`config.mk`:
```
export PLATFORM = sky130hd
export DESIGN_NAME = inv_sbox_serial
export DESIGN_NICKNAME = d
export VERILOG_FILES = /design/src/rtl/inv_sbox_serial.sv
export SDC_FILE = /design/constraint.sdc
export NUM_CORES = 1
export LEC_CHECK = 0
export BUFFER_PORTS_ARGS = -buffer_cell sky130_fd_sc_hd__buf_2
export CAP_MARGIN = 20
export CORE_MARGIN = 4
export CORE_UTILIZATION = 47
export CTS_CLUSTER_SIZE = 30
export DETAILED_ROUTE_END_ITERATION = 6
export PLACE_DENSITY = 0.77
export SYNTH_ARGS = -nofsm -noshare
export SYNTH_HDL_FRONTEND = slang
export SYNTH_SLANG_ARGS = --single-unit
```
`constraint.sdc`:
```
create_clock -name clk -period 3.4 [get_ports clk]
set_clock_uncertainty 0.2 [all_clocks]
set_input_delay 0.51 -clock clk [delete_from_list [all_inputs] [get_ports clk]]
set_output_delay 0.51 -clock clk [all_outputs]
set_load 0.02 [all_outputs]
```
`src/rtl/inv_sbox_serial.sv`:
```
// Purpose: nibble-serial inverse 4-bit S-box layer using one shared S-box lookup.
// Latency: NIBBLES edges from the accept edge to out_valid; no overlap between words.
// Backpressure: result held in S_DONE until out_ready; in_ready only in S_IDLE.
module inv_sbox_serial #(
    parameter int NIBBLES = 16
) (
    input  logic                 clk,
    input  logic                 rst_n,
    input  logic                 in_valid,
    output logic                 in_ready,
    input  logic [4*NIBBLES-1:0] in_data,
    output logic                 out_valid,
    input  logic                 out_ready,
    output logic [4*NIBBLES-1:0] out_data,
    output logic                 busy
);

    localparam int W  = 4 * NIBBLES;
    localparam int CW = (NIBBLES > 1) ? $clog2(NIBBLES) : 1;
    localparam logic [CW-1:0] LAST = CW'(NIBBLES - 1);

    typedef enum logic [1:0] {
        S_IDLE = 2'd0,
        S_BUSY = 2'd1,
        S_DONE = 2'd2
    } state_t;

    state_t        state, state_nxt;
    logic [W-1:0]  work, work_nxt;
    logic [CW-1:0] cnt, cnt_nxt;
    logic [3:0]    sbox_in, sbox_out;

    function automatic logic [3:0] inv_sbox(input logic [3:0] y);
        logic [3:0] r;
        case (y)
            4'h0: r = 4'h5;
            4'h1: r = 4'hE;
            4'h2: r = 4'hF;
            4'h3: r = 4'h8;
            4'h4: r = 4'hC;
            4'h5: r = 4'h1;
            4'h6: r = 4'h2;
            4'h7: r = 4'hD;
            4'h8: r = 4'hB;
            4'h9: r = 4'h4;
            4'hA: r = 4'h6;
            4'hB: r = 4'h3;
            4'hC: r = 4'h0;
            4'hD: r = 4'h7;
            4'hE: r = 4'h9;
            default: r = 4'hA;
        endcase
        return r;
    endfunction

    // The single shared S-box looks at whichever nibble the counter selects.
    assign sbox_in  = work[4*cnt +: 4];
    assign sbox_out = inv_sbox(sbox_in);
    assign out_data = work;

    // Next-state, datapath update and handshake outputs.
    always_comb begin
        state_nxt = state;
        work_nxt  = work;
        cnt_nxt   = cnt;
        in_ready  = 1'b0;
        out_valid = 1'b0;
        busy      = 1'b0;
        case (state)
            S_IDLE: begin
                in_ready = 1'b1;
                if (in_valid) begin
                    work_nxt  = in_data;
                    cnt_nxt   = '0;
                    state_nxt = S_BUSY;
                end
            end
            S_BUSY: begin
                busy = 1'b1;
                work_nxt[4*cnt +: 4] = sbox_out;
                if (cnt == LAST) begin
                    cnt_nxt   = '0;
                    state_nxt = S_DONE;
                end else begin
                    cnt_nxt = cnt + 1'b1;
                end
            end
            S_DONE: begin
                out_valid = 1'b1;
                // Returning to idle here means no accept on this same edge.
                if (out_ready) begin
                    state_nxt = S_IDLE;
                end
            end
            default: begin
                state_nxt = S_IDLE;
            end
        endcase
    end

    // State, work register and nibble counter; reset drops any partial word.
    always_ff @(posedge clk or negedge rst_n) begin
        if (!rst_n) begin
            state <= S_IDLE;
            work  <= '0;
            cnt   <= '0;
        end else begin
            state <= state_nxt;
            work  <= work_nxt;
            cnt   <= cnt_nxt;
        end
    end

endmodule

```
==> qor.txt <==
WL/cell: 20.8 um
Layout net count: 686
Tot GR Track Use: 27.3%
Synth cell count leaders: dfrtp_1 (70), a21oi_1 (68), nor3_1 (62), a211oi_1 (40)
Max Cap Viol: 0
Worst-path cell with the longest stage delay: mux4_2
DRT Pass-1 Iters: 5
Final Cycle Share: 96.2%
Post-route setup TNS: 0 ns
Area of the mapped netlist: 4410 um^2
Combinational family with the most area after synthesis: compound AO/OA/AOI/OAI gates
Min Tclk post-route: 3.27 ns
Gr ovfl total: 0
Multiplexer share of the synthesized area: 10.3%
Num CTS Buffers: 9
Startpoint Class: register
Clock Path Buffers: 2
Remaining DRCs: 0
Final Hold Fails: 0
Worst-Margin Slew: 0.771 ns
Synthesized area per cell: 9.51 um^2
Ant. Diodes: 0
Initial antenna violation count: 0
First-pass GRT wire length: 23700 um
Post-synth EDFFs: 0
RSZ-0062 raised after global routing: false
Syn_nets: 541
Final setup fails: 0
IO Port Bufs: 134
WHS Path Cells: 3
Die Footprint: 11000 um^2
DRT Wirelength: 15100 um
Reg2Reg Setup Slack: 0.13 ns
Most common cell in the netlist: dfrtp_1
Critical Path RT: 3.42 ns
Setup crit end kind: register
RR Endpoint: out_data[28]$_DFFE_PN0P_
Rel. slew slack: 48.6%
Largest stage delay on the critical path: 0.54 ns
Synth Area in Compound Gates: 24.6%
CP Class: reg -> reg
Mapped Cells: 464
CTS tree: yes
Initial Util: 48.0%
Fill count: 776
Main synth FF type: dfrtp_1
Final RePlAce weighted congestion: 0.957
Antenna-violating nets left: 0
# rows: 35
FMAX: 306 MHz
Starting DRT DRC Count: 485
Worst flop-to-flop path startpoint: cnt[0]$_DFFE_PN0P_
Crit path launch: cnt[0]$_DFFE_PN0P_
Vias: 4542
Clock root cell: clkbuf_8
Hold Crit Start: out_ready
Area Growth Syn to Fin: 28.0%
Layout cells sized above 1: 38.9%
Crit path DAT: 3.29 ns
DP Wirelength: 11100 um
Worst-path maximum fanout: 13
Clock transition at path regs: 0.08 ns
Synth top area cells: dfrtp_1 (40%), a21oi_1 (7.7%), mux4_2 (7.1%), nor3_1 (7.0%), a211oi_1 (6.8%)
CP Cell Sequence: buf_12 > mux4_2 > mux4_2 > inv_1 > ha_1 > inv_1 > a21oi_1 > or3_4 > nand2_8 > a211oi_2
Core Region: 9200 um^2
H-tree depth: 3
Area leader, netlist: dfrtp_1
Ys Warns: 0
Unique cell type count in the Yosys netlist: 48
Hold crit path type: in -> reg
Worst Hold Path EP: state[1]$_DFFE_PN0P_
Post-synthesis adder-cell area fraction: 2.55%
Clock sinks: 70
R2r worst-path depth: 10
Final Core Density: 61.4%
Slew Limit Fails: 0
Die Span X: 105 um
Outcome: completed
Vias in the first global route: 4462
Final Cell Area: 5650 um^2
I/O pin count: 135
Register area share after synthesis: 39.7%
Largest net degree at the start of global routing: 61
Die height: 105 um
Vias/cell: 6.26
Share of the synthesized area in the top cell type: 39.7%
Synth Area in Simple Gates: 17.6%
Async set-reset flop share out of synthesis: 100%
Latest clock arrival within the worst-skew pair: 0.35 ns
#FFs+latches synth: 70
XOR/XNOR Fraction of Synth Area: 0.397%
DP Area: 5330 um^2
stage by stage:
| step | hold slack [ns] | setup slack, ns | instances |
|---|---|---|---|
| 2_1_floorplan | 0.0144 | 0.217 | 464 |
| 3_3_place_gp | 0.198 | 0.200 | 705 |
| 3_5_place_dp | 0.204 | 0.140 | 705 |
| 4_1_cts | 0.203 | 0.0682 | 722 |
| 5_1_grt | 0.221 | 0.0157 | 725 |
| 6_report | 0.212 | 0.129 | 725 |
sequential cells by signal, indices dropped and copies added, names as in the netlist:
name,cells
cnt,4
state,2
out_data,64
critical path, delay by kind of cell (launching register included):
kind	cells	cell delay, ns
mux	2	1.04
flops	1	0.43
compound gates	2	0.18
simple gates	2	0.56
buf+inv	3	0.43
fa+ha+maj	1	0.28
cell usage in the layout (no fill, tap or decap), types with 5 or more instances in the layout:
cell type and n:
buf_2 134, dfrtp_1 69, a21oi_1 68, nor3_1 62, a211oi_1 37, buf_4 33
nor2_1 28, nand2_1 27, a211oi_2 19, mux4_2 14, clkbuf_8 11, ha_1 9
inv_1 8, nand3_1 8, o21ai_0 7, a31oi_1 7, mux2i_1 6, o31ai_1 6
nand2b_1 5, mux2_2 5
timing repair:
action,CTS,global route
setup endpoints to repair,0,11
hold buffers,1,0
setup buffers,0,1
resized for setup,0,5
endpoints found under the hold margin,11,0
per-layer routing:
layer	up-vias	GRT usage [%]	routed length, um
met2	252	44.1	7380
met5	-	0	0
met3	45	4.26	1170
met4	0	11.2	501
met1	2202	36.6	6040
li1	2043	-	-
worst max path at each step:
| stage | endpoint |
|---|---|
| floorplan | out_data[16]$_DFFE_PN0P_ |
| global placement | out_data[28]$_DFFE_PN0P_ |
| detailed placement | out_data[60]$_DFFE_PN0P_ |
| CTS | out_data[6]$_DFFE_PN0P_ |
| global route | out_data[6]$_DFFE_PN0P_ |
| finish | out_data[28]$_DFFE_PN0P_ |
layout make-up:
class	count	area, um^2	share of cell area [%]
inverters	9	33.8	0.598
multi-input cells	347	2470	43.8
clock buffers	11	151	2.68
repair buffers	172	1010	18.0
well taps	111	139	2.46
clock inverters	5	81.3	1.44
flip-flops and latches	70	1750	31.1
kinds of logic (layout without fill, tap and decap cells):
logic type / Yosys count / after routing
flip-flops: 70 / 70
multiplexers: 26 / 26
AND/OR/NAND/NOR: 153 / 153
buffers and inverters: 47 / 197
AO/OA/AOI/OAI: 157 / 157
XOR/XNOR: 2 / 2
adder cells (fa/ha/maj): 9 / 9
Power is not shown: default switching activity piles up to over one toggle a cycle in this logic, so the estimate is an artifact.
